===== src/rtl/fp_pkg.sv =====
// Shared floating-point adder definitions: comparator codes, align FSM encoding, GRS width.
package fp_pkg;

    localparam logic [1:0] EQUAL = 2'b00;
    localparam logic [1:0] GREAT = 2'b01;  // exp_A < exp_B, so B is the larger operand
    localparam logic [1:0] SMALL = 2'b10;

    localparam int GRS_BITS = 3;

    typedef enum logic [1:0] {
        IDLE  = 2'd0,
        SHIFT = 2'd1,
        DONE  = 2'd2
    } state_t;

endpackage


===== src/rtl/sticky_shift.sv =====
// Single-step combinational right shift by 0..2**AW-1 bits.
// With ALIGN_STICKY_EN defined, every bit shifted out (including the old bit 0) is OR-folded into bit 0.
module sticky_shift #(
    parameter int W  = 27,
    parameter int AW = 5
) (
    input  logic [W-1:0]  data,
    input  logic [AW-1:0] amt,
    output logic [W-1:0]  result
);

    logic [W-1:0] shifted;

    assign shifted = data >> amt;

`ifdef ALIGN_STICKY_EN
    logic [W-1:0] lost_mask;
    logic         lost;

    // Shift amounts of W or more give a zero left shift, so the mask covers the whole word.
    assign lost_mask = ~({W{1'b1}} << amt);
    assign lost      = |(data & lost_mask);
    assign result    = {shifted[W-1:1], shifted[0] | lost};
`else
    assign result = shifted;
`endif

endmodule


===== src/rtl/exp_align.sv =====
// Exponent-alignment stage: shifts the smaller mantissa right by the exponent difference,
// SHIFT_STEP bits per cycle. Optional sticky accumulation is enabled by ALIGN_STICKY_EN.
`ifndef EXP_SIZE
`define EXP_SIZE 8
`endif
`ifndef MANT_SIZE
`define MANT_SIZE 23
`endif

// Handshakes: a transfer happens on a rising edge where both valid and ready are high.
// Upstream: in_valid/out_ready. Downstream: out_valid/in_ready; outputs hold while out_valid && !in_ready.
module exp_align
    import fp_pkg::*;
#(
    parameter int EXP_SIZE   = `EXP_SIZE,
    parameter int MANT_SIZE  = `MANT_SIZE,
    parameter int SHIFT_STEP = 4
) (
    input  logic                  in_clk,
    input  logic                  in_rst,
    input  logic                  in_valid,
    output logic                  out_ready,
    input  logic [1:0]            in_code,
    input  logic [EXP_SIZE-1:0]   in_exp_A,
    input  logic [EXP_SIZE-1:0]   in_exp_B,
    input  logic [MANT_SIZE:0]    in_mant_A,
    input  logic [MANT_SIZE:0]    in_mant_B,
    output logic                  out_valid,
    input  logic                  in_ready,
    output logic [EXP_SIZE-1:0]   out_exp,
    output logic                  out_swap,
    output logic [MANT_SIZE+3:0]  out_mant_big,
    output logic [MANT_SIZE+3:0]  out_mant_small,
    output state_t                out_state
);

    localparam int MW = MANT_SIZE + 1;
    localparam int FW = MW + GRS_BITS;
    localparam int RW = $clog2(FW + 1);
    localparam logic [RW-1:0] STEP_R = RW'(SHIFT_STEP);
`ifdef ALIGN_STICKY_EN
    localparam int SRW = FW;
`else
    localparam int SRW = MW;
`endif

    state_t              state, state_nx;
    logic                accept;
    logic [EXP_SIZE-1:0] exp_big, exp_small, diff;
    logic [MW-1:0]       mant_big_in, mant_small_in;
    logic [RW-1:0]       diff_c, step_k, rem_r;
    logic [EXP_SIZE-1:0] exp_r;
    logic                swap_r;
    logic [MW-1:0]       big_r;
    logic [SRW-1:0]      small_r, small_load, shift_out;

    // Code 11 falls into the A-is-larger branch together with 10.
    always_comb begin
        exp_big       = in_exp_A;
        exp_small     = in_exp_B;
        mant_big_in   = in_mant_A;
        mant_small_in = in_mant_B;
        if (in_code == GREAT) begin
            exp_big       = in_exp_B;
            exp_small     = in_exp_A;
            mant_big_in   = in_mant_B;
            mant_small_in = in_mant_A;
        end
        diff = (in_code == EQUAL) ? '0 : exp_big - exp_small;
        if (int'(diff) > FW) diff_c = RW'(FW);
        else                 diff_c = RW'(diff);
    end

`ifdef ALIGN_STICKY_EN
    assign small_load = {mant_small_in, {GRS_BITS{1'b0}}};
`else
    assign small_load = mant_small_in;
`endif

    assign step_k = (rem_r > STEP_R) ? STEP_R : rem_r;

    sticky_shift #(
        .W  (SRW),
        .AW (RW)
    ) u_shift (
        .data   (small_r),
        .amt    (step_k),
        .result (shift_out)
    );

    always_ff @(posedge in_clk) begin
        if (in_rst) state <= IDLE;
        else        state <= state_nx;
    end

    always_comb begin
        state_nx  = state;
        out_ready = (state == IDLE) && !in_rst;
        out_valid = (state == DONE);
        accept    = in_valid && out_ready;
        case (state)
            IDLE:    if (accept) state_nx = (diff_c == '0) ? DONE : SHIFT;
            SHIFT:   if (rem_r <= STEP_R) state_nx = DONE;
            DONE:    if (in_ready) state_nx = IDLE;
            default: state_nx = IDLE;
        endcase
    end

    always_ff @(posedge in_clk) begin
        if (in_rst) begin
            exp_r   <= '0;
            swap_r  <= 1'b0;
            big_r   <= '0;
            small_r <= '0;
            rem_r   <= '0;
        end else if (accept) begin
            exp_r   <= exp_big;
            swap_r  <= (in_code == GREAT);
            big_r   <= mant_big_in;
            small_r <= small_load;
            rem_r   <= diff_c;
        end else if (state == SHIFT) begin
            small_r <= shift_out;
            rem_r   <= rem_r - step_k;
        end
    end

    assign out_exp      = exp_r;
    assign out_swap     = swap_r;
    assign out_mant_big = {big_r, {GRS_BITS{1'b0}}};
`ifdef ALIGN_STICKY_EN
    assign out_mant_small = small_r;
`else
    assign out_mant_small = {small_r, {GRS_BITS{1'b0}}};
`endif
    assign out_state = state;

endmodule


===== config.mk =====
export PLATFORM = sky130hd
export DESIGN_NAME = exp_align
export DESIGN_NICKNAME = d
export VERILOG_FILES = /design/src/rtl/fp_pkg.sv /design/src/rtl/sticky_shift.sv /design/src/rtl/exp_align.sv
export SDC_FILE = /design/constraint.sdc
export NUM_CORES = 1
export LEC_CHECK = 0
export CAP_MARGIN = 10
export CORE_UTILIZATION = 48
export DETAILED_ROUTE_END_ITERATION = 8
export PLACE_DENSITY = 0.93
export SLEW_MARGIN = 10
export SYNTH_ARGS = -nofsm -noshare
export SYNTH_HDL_FRONTEND = slang
export SYNTH_SLANG_ARGS = --single-unit

===== constraint.sdc =====
create_clock -name in_clk -period 5 [get_ports in_clk]
set_input_delay 1.5 -clock in_clk [delete_from_list [all_inputs] [get_ports in_clk]]
set_output_delay 1.5 -clock in_clk [all_outputs]
set_load 0.02 [all_outputs]

# --- After elaboration in Yosys (flattened, before gate mapping) ---
# Cells that the tools add are included.
word_totals:
  inputBits: 70
  out_inout_bits: 67
  wordCells: 42
  reg_bits: 64
op_classes:
  mux: 16
  reduce_logical: 8
  magnitude_cmp: 3
  n_addsub: 2
  n_eq_ne: 6
  shifts: 1
ops:
  columns: ["op", "n"]
  rows:
  - ["two-way mux 24 bit", 4]
  - ["two-way mux 8 bit", 3]
  - [">> shifter 24 x 5 -> 24 bit", 1]
  - ["two-way mux 5 bit", 4]
  - ["> comparator 8 x 5 -> 1 bit, second input constant", 1]
  - ["two-way mux 2 bit", 4]
  - ["subtractor 8 bit", 1]
  - ["case mux 2 bit (3 select lines)", 1]
  - ["> comparator 5 x 3 -> 1 bit, second input constant", 1]
  - ["<= comparator 5 x 3 -> 1 bit, second input constant", 1]
  - ["zero test 5 bit", 1]
  - ["subtractor 5 bit", 1]
  - ["equality test 2 x 1 -> 1 bit, second input constant", 2]
  - ["zero test 2 bit", 2]
  - ["!= test 2 bit, second input constant", 2]
  - ["AND reduction 3 bit", 1]
  - ["equality test 2 bit, second input constant", 1]
  - ["logical AND 1 bit", 2]
  - ["!= test 2 x 1 -> 1 bit, second input constant", 1]
  - ["nonzero test 2 bit", 1]
  - ["zero test 1 bit", 1]

# --- Logic depth before layout (Yosys ltp) ---
# Gate-level depths: netlist of run 1.
depth:
  word_depth: 10
  ltp_mapped: 13
  mapped_depth_nobuf: 10

# --- Hierarchy ---
# Synthesis of run 1 repeated with hierarchy kept, for this count alone.
hier_totals:
  cells_unflattened: 649
  hier_area_um2: 4932.2
by_module_without_submodules:
  columns: ["module", "area_each_um2", "n_inst", "cells_each", "seq_area_each_um2"]
  rows:
  - ["exp_align", 3817.4, 1, 523, 1281.2]
  - ["sticky_shift", 1114.8, 1, 126, 0.0]

# --- Worst setup path before layout of run 1 ---
# OpenSTA, ideal clock, no wires.
synth_timing:
  path_type: "input-to-reg"
  startpoint: "in in_code[0]"
  endpoint: "reg rem_r[1]"
  cell_stages: 13
  required_ns: 4.878
  setup_ns: 0.122
  arrival_time_ns: 4.276
  n_path_buf: 4
  path_slack_ns: 0.602
  cell_sequence: "nor2b_1 buf_4 buf_2 buf_1 clkbuf_1 a21oi_1 ha_1 a211oi_1 o21bai_1 a22oi_1 xor2_1 or4_4 o311a_1"
synth_between:
  elab_chain_cells: 7
  word_cells_on_any_way: 9
  classes_between: "add/sub (1); order compare (1); eq/ne (1); mux (5); reduce/logical (1)"
synth_lines:
  columns: ["element", "line", "rtl"]
  rows:
  - ["from (decl)", "exp_align.sv:23", "input logic [1:0] in_code,"]
  - ["equality test 2 x 1 -> 1 bit", "exp_align.sv:63", "if (in_code == GREAT) begin"]
  - ["two-way mux 8 bit", "exp_align.sv:63", null]
  - ["subtractor 8 bit", "exp_align.sv:69", "diff = (in_code == EQUAL) ? '0 : exp_big - exp_small;"]
  - ["two-way mux 8 bit *", "exp_align.sv:69", null]
  - ["> comparator 8 x 5 -> 1 bit", "exp_align.sv:70", "if (int'(diff) > FW) diff_c = RW'(FW);"]
  - ["two-way mux 5 bit *", "exp_align.sv:70", null]
  - ["two-way mux 5 bit *", "exp_align.sv:116", "end else if (accept) begin"]
  - ["to (signal assigned)", "exp_align.sv:121", "rem_r <= diff_c;"]
  - ["to (signal assigned)", "exp_align.sv:124", "rem_r <= rem_r - step_k;"]
  - ["to (decl)", "exp_align.sv:51", "logic [RW-1:0] diff_c, step_k, rem_r;"]
# Mark *: on every way between the ends. The rest lies on a longest branch, timed or not.
# A chain may end at the register's enable or synchronous reset.

# --- Final worst setup path of run 1 ---
# Ends and elaborated chain as after synthesis.

==> flow_summary.ini, run 1 <==
[detailed_routing]
detail-route-antenna-nets = 0
via_per_inst = 6.23
wire_per_inst_um = 17.7
drtPass1Iterations = 9
remaining_drc_errors = 12
drt-total-wl_mm = 14.3
drt_iter0_markers = 477
num_vias = 5021

[power]
power_mw = 1.96
total_leakage_power_nw = 2.12
power-per-cell-area_nw_per_um2 = 331
vdd_drop_max_v = 0.000157

[run_status]
violations = DRC
outcome = finished, violations left

[yosys]
ys.flop_type = dfxtp_1
ys_seq_elements = 64
yosys_warnings = 0
synth_top_cell_area_share = 0.290
synth_edf_count = 0
synthTopCellsByCount = nand2_1, dfxtp_1, nor2_1, clkbuf_1, a21oi_1
synth_top_area_cell = dfxtp_1
synthCells = 599
yosysSeqAreaShare = 0.290
post-synth-top-count-cell = nand2_1
synth_area_leaders = dfxtp_1, nand2_1, mux4_2
synth.distinct_cells = 54
syn_area_per_cell_um2 = 7.38
netlist_area_um2 = 4420
ys_async_sr_fraction = 0

[cts]
cts_made_buffers = 9
cts_tree = done
ctsRootBufferMaster = clkbuf_8
insertion_delay_ps = 350
h-tree-depth = 3
ctsResizeCount = 0
cts_max_path_buffers = 2
cts.sinks = 64
cts_setup_buffers = 0
cts_hold_buf = 0
clk_pin_slew_ps = 70

[finish]
drive_above_1_share = 0.0845
syn_to_final_growth_pct = 33.7
nets = 765
num_antenna_cells = 0
fillers = 690

[flow_run]
max_cap_viol_count = 0

[critical_path]
timing.rr.start = out_state[0]
cp.arrival_ps = 4490
critPathKind = in -> reg
cpPeakStageDelay_ps = 540
startpoint_type = input port
cpMaxStageDelayCell = clkdlybuf4s50_1
setup.worst_path.start = in_code[0]
cp_cell_sequence = clkdlybuf4s50_1 > nor2b_4 > buf_4 > o211ai_1 > o21ai_1 > a31oi_1 > o2bb2ai_1 > xnor2_1 > or4_4 > o311a_1
critical-path-top-delay-family = buffers and inverters
end_kind = flip-flop
path_max_fanout = 57
required_ps = 5230
path_buf_inv = 2

[placed_design]
routabilityCongestion = 0.930
place_hpwl_mm = 10.0
io_buffers = 130

[sta]
setup_viol = 0
hold_viol = 0
worstMarginPinSlew_ps = 1190
clock_skew_ps = 14.0
fin_tns_setup_ps = 0
period_share = 0.852
max_freq_ghz = 0.235
rsz0062_at_grt = false
slew_headroom = 0.199
period_needed_ps = 4260
slew_violations = 0

[global_route]
grt_pass1_vias = 4681
grt_pass1_wl_mm = 22.9
track_usage = 0.296
met2_usage = 0.462
gr-usage-met3 = 0.0415
grt_max_degree = 62
globalRoute.busiestLayer = met2
grt_util_met1 = 0.400
overflow = 0
antenna_found_initial = 0

[hold_path]
hp-start = out_swap
hold_class = reg -> reg

[die]
die_y_um = 98.0
die-area_um2 = 9590
die_w_um = 98.0
fp.coreArea_um2 = 8810
fp-row-count = 34
num_io_pins = 137
start_util = 0.502
## worst paths after layout
path,to,cells after the start,slack (ps)
max,rem_r[1],10,740
max reg2reg,big_r[18],5,2460
min,out_swap,2,490
min reg2reg,out_swap,2,490
## worst min-delay path, delay by kind of cell (launching register included)
family           cells  cell delay (ps)
AO/OA/AOI/OAI        1               60
flip-flops           1              320
AND/OR/NAND/NOR      1               60
## registers in the layout, summed over array words and instances, names as in the netlist
name and flops:
big_r 24, out_exp 8, out_state 2, out_swap 1, rem_r 5, small_r 24
## metal layers
metal	part of all wire	wire (µm)
met3	0.097	1390
met4	0.036	514
met1	0.41	5910
met2	0.45	6480
met5	0	0
## report_power, final
group	internal [mW]	leakage, nW	switching (mW)	total, mW
Sequential	0.579	0.526	0.0958	0.675
Clock	0.279	0.110	0.210	0.489
Combinational	0.357	1.48	0.438	0.795
## layout by cell type, fill, tap and decap left out, types with 3 or more instances in the layout
| cell type | instances |
|---|---|
| inv_1 | 3 |
| and2_1 | 3 |
| a311o_1 | 10 |
| clkinv_2 | 3 |
| o21ai_0 | 25 |
| clkdlybuf4s50_1 | 129 |
| buf_4 | 9 |
| a31oi_1 | 30 |
| mux2i_1 | 9 |
| o211ai_1 | 4 |
| mux2_2 | 3 |
| conb_1 | 7 |
| a21oi_1 | 31 |
| nand2_1 | 156 |
| or3_1 | 4 |
| nand3b_1 | 5 |
| nand3_1 | 4 |
| mux4_2 | 16 |
| xnor2_1 | 8 |
| nor2b_1 | 7 |
| clkbuf_8 | 9 |
| a311oi_1 | 28 |
| xor2_1 | 5 |
| dfxtp_1 | 64 |
| nor4_1 | 4 |
| a211oi_1 | 4 |
| nor2_1 | 55 |
| nor3_1 | 15 |
| nand2b_1 | 7 |
## cell type report
class                   count  area (µm²)  share of cell area
clock buffers              10         128              0.0216
clock inverters             6        83.8              0.0142
inverters                   4        15.0             0.00254
multi-input cells         475        2900               0.491
flip-flops and latches     64        1280               0.217
well taps                 108         135              0.0229
repair buffers            139        1360               0.231
## per-stage QoR
step	utilization	std cells	cell area, µm²	setup slack (ps)	hold WS [ps]
finish	0.671	806	5910	739	486
global route	0.671	806	5910	587	504
CTS	0.671	806	5910	787	486
detailed placement	0.647	790	5700	451	476
global placement	0.647	790	5700	585	455
floorplan	-	604	4440	602	535
## cell families (layout without fill, tap and decap cells)
group | after synthesis | after routing | share of synthesized area
flops | 64 | 64 | 0.290
fa+ha+maj | 4 | 4 | 0.0105
compound gates | 152 | 152 | 0.236
simple gates | 271 | 271 | 0.264
other cells | 2 | 7 | 0.00170
buf+inv | 65 | 159 | 0.0631
mux | 28 | 28 | 0.110
xor+xnor | 13 | 13 | 0.0258
No activity file was read; power rests on OpenSTA's default activity.
==> run 2: changes to the inputs <==
--- a/config.mk
+++ b/config.mk
@@ -5,6 +5,7 @@
 export SDC_FILE = /design/constraint.sdc
 export NUM_CORES = 1
 export LEC_CHECK = 0
+export ABC_AREA = 1
 export CAP_MARGIN = 10
 export CORE_UTILIZATION = 48
 export DETAILED_ROUTE_END_ITERATION = 8
==> run 2 against run 1 <==
  * The flow still finishes with violations (DRC)
  * Critical path type is now in -> out
  * Maximum frequency fell by 0.88%
  * Final cell count rose by 18%
  * Largest power group unchanged
  * Die area rose by 2.2%
==> flow_summary.ini, run 2 <==
[placed_design]
io_buffers = 130
place_hpwl_mm = 9.88
routabilityCongestion = 0.899

[yosys]
synth_top_area_cell = dfxtp_1
syn_area_per_cell_um2 = 6.25
synth_edf_count = 0
post-synth-top-count-cell = nand2_1
synthCells = 723
yosysSeqAreaShare = 0.283
ys.flop_type = dfxtp_1
yosys.area_share.simple = 0.336
synthMuxAreaShare = 0.0620
synth_compound_area_frac = 0.195
ys_seq_elements = 64
synthAdderAreaFrac = 0.00554
synth_top_cell_area_share = 0.283
ys_async_sr_fraction = 0
netlist_area_um2 = 4520
synth-xor-area-share = 0.00581
synthTopCellsByCount = nand2_1, inv_1, dfxtp_1, o21ai_0, nor2_1
yosys_warnings = 0
synth.distinct_cells = 42
synth_area_leaders = dfxtp_1, nand2_1, o21ai_0
synth_top_family_by_area = simple AND/OR/NAND/NOR gates

[cts]
cts_hold_buf = 0
h-tree-depth = 3
ctsResizeCount = 0
cts_max_path_buffers = 2
insertion_delay_ps = 370
cts_setup_buffers = 0
ctsRootBufferMaster = clkbuf_8
cts_made_buffers = 9
clk_pin_slew_ps = 70
cts_tree = done
cts.sinks = 64

[sta]
rsz0062_at_grt = false
fin_hold_ws_ps = 491
slew_headroom = 0.325
fin_tns_setup_ps = 0
setup_viol = 0
slew_violations = 0
worstMarginPinSlew_ps = 1010
period_share = 0.860
period_needed_ps = 4300
clock_skew_ps = 16.6
hold_viol = 0
max_freq_ghz = 0.233

[finish]
nets = 905
syn_to_final_growth_pct = 34.1
num_antenna_cells = 0
most-common-layout-cells = nand2_1, clkdlybuf4s50_1, inv_1, dfxtp_1, o21ai_0
fillers = 755
drive_above_1_share = 0.0788
final_common_cell = nand2_1

[run_status]
outcome = finished, violations left
violations = DRC

[critical_path]
worst-r2r-setup-slack_ps = 2140
cp.arrival_ps = 2800
reg2regPathDepth = 11
startpoint_type = input port
timing.rr.start = rem_r[3]
end_kind = primary output
r2r-end = small_r[16]
required_ps = 3500
path_max_fanout = 2
critPathKind = in -> out

[detailed_routing]
detail-route-antenna-nets = 0
drtPass1Iterations = 7
wire_per_inst_um = 14.3
num_vias = 5245
drt-total-wl_mm = 13.6
via_per_inst = 5.53
drt_iter0_markers = 386
remaining_drc_errors = 1

[global_route]
antenna_found_initial = 0
grt_max_degree = 50
grt_pass1_vias = 4653
overflow = 0
grt_pass1_wl_mm = 22.1
track_usage = 0.281

[power]
power-per-cell-area_nw_per_um2 = 318
intPower_mw = 1.18
clkPwrFrac = 0.270
p_comb_frac = 0.403
power_frac_seq = 0.327
power_mw = 1.93
netSwitchingPower_uw = 749
vdd_drop_max_v = 0.000163
total_leakage_power_nw = 2.75
switching_share = 0.389

[die]
fp-row-count = 35
die_w_um = 99.0
fp.coreArea_um2 = 9200
num_io_pins = 137
start_util = 0.491
die-area_um2 = 9810
die_y_um = 99.0

[hold_path]
hold_class = reg -> reg
hp-start = out_exp[5]
min_to = out_exp[5]
whs_path_depth = 2

[flow_run]
max_cap_viol_count = 0
run 2: cell count changes in the layout (fill, tap and decap cells not counted), moves of 16 or more:
cell,change
nand2_1,+94
nand3_1,+23
mux4_2,-16
nor2_1,-25
a311oi_1,-28
inv_1,+61
mux2i_1,+19
o21ai_0,+34
nand4_1,+16
run 2: per-layer routing:
metal | vias to the layer above | global-route usage | wire length [µm]
met4 | 0 | 0.116 | 392
li1 | 2598 | - | -
met3 | 31 | 0.0589 | 1010
met5 | - | 0 | 0
met2 | 238 | 0.438 | 6220
met1 | 2378 | 0.378 | 5970
run 2: metrics by stage:
step | utilization | std cells | setup WS [ps] | cell area (µm²)
floorplan | - | 728 | 1500 | 4540
global placement | 0.634 | 933 | 689 | 5830
detailed placement | 0.634 | 933 | 690 | 5830
CTS | 0.659 | 949 | 669 | 6060
global route | 0.659 | 949 | 652 | 6060
finish | 0.659 | 949 | 701 | 6060
run 2: worst max-delay path, cell delays in order:
cell             delay, ps
clkdlybuf4s50_1        430
nor3_1                 220
clkdlybuf4s50_1        650
run 2: kinds of logic (layout without fill, tap and decap cells):
logic type                 count (synthesis)  count (layout)
and+or+nand+nor                          356             356
adders and majority gates                  2               2
buffers and inverters                    121             231
other                                      2               7
AOI/OAI and AO/OA                        147             147
DFF                                       64              64
muxes                                     28              28
xor gates and xnor gates                   3               3
run 2: power groups by stage:
stage	combinational [mW]	clock (mW)	sequential [mW]
after floorplan	0.424	0	0.700
after global placement	0.747	0	0.636
after detailed placement	0.761	0	0.638
after CTS	0.768	0.519	0.628
after global routing	0.850	0.539	0.637
final	0.777	0.520	0.629
run 2: how the worst max path moves through the flow:
stage | cells past startpoint | slack, ps | start | endpoint
after detailed placement | 3 | 690 | in_rst | out_ready
after global placement | 3 | 690 | in_rst | out_ready
after global routing | 3 | 650 | in_rst | out_ready
after floorplan | 1 | 1500 | in_rst | out_ready
after CTS | 3 | 670 | in_rst | out_ready
final | 3 | 700 | in_rst | out_ready
run 2: layout make-up:
class                      count  area, µm²  area share
clock buffer                   9        124      0.0204
clock inverter                 7        103      0.0169
inverter                      76        285      0.0471
multi-input combinational    543       2760       0.455
sequential                    64       1280       0.211
tap                          111        139      0.0229
timing repair buffer         139       1370       0.226
==> run 3: changes to the inputs <==
--- a/config.mk
+++ b/config.mk
@@ -10,7 +10,6 @@
 export CORE_UTILIZATION = 48
 export DETAILED_ROUTE_END_ITERATION = 8
 export PLACE_DENSITY = 0.93
-export SLEW_MARGIN = 10
 export SYNTH_ARGS = -nofsm -noshare
 export SYNTH_HDL_FRONTEND = slang
 export SYNTH_SLANG_ARGS = --single-unit
==> results of run 3 <==
Same layout as run 2: the final DEF is identical, and so are final timing and power.
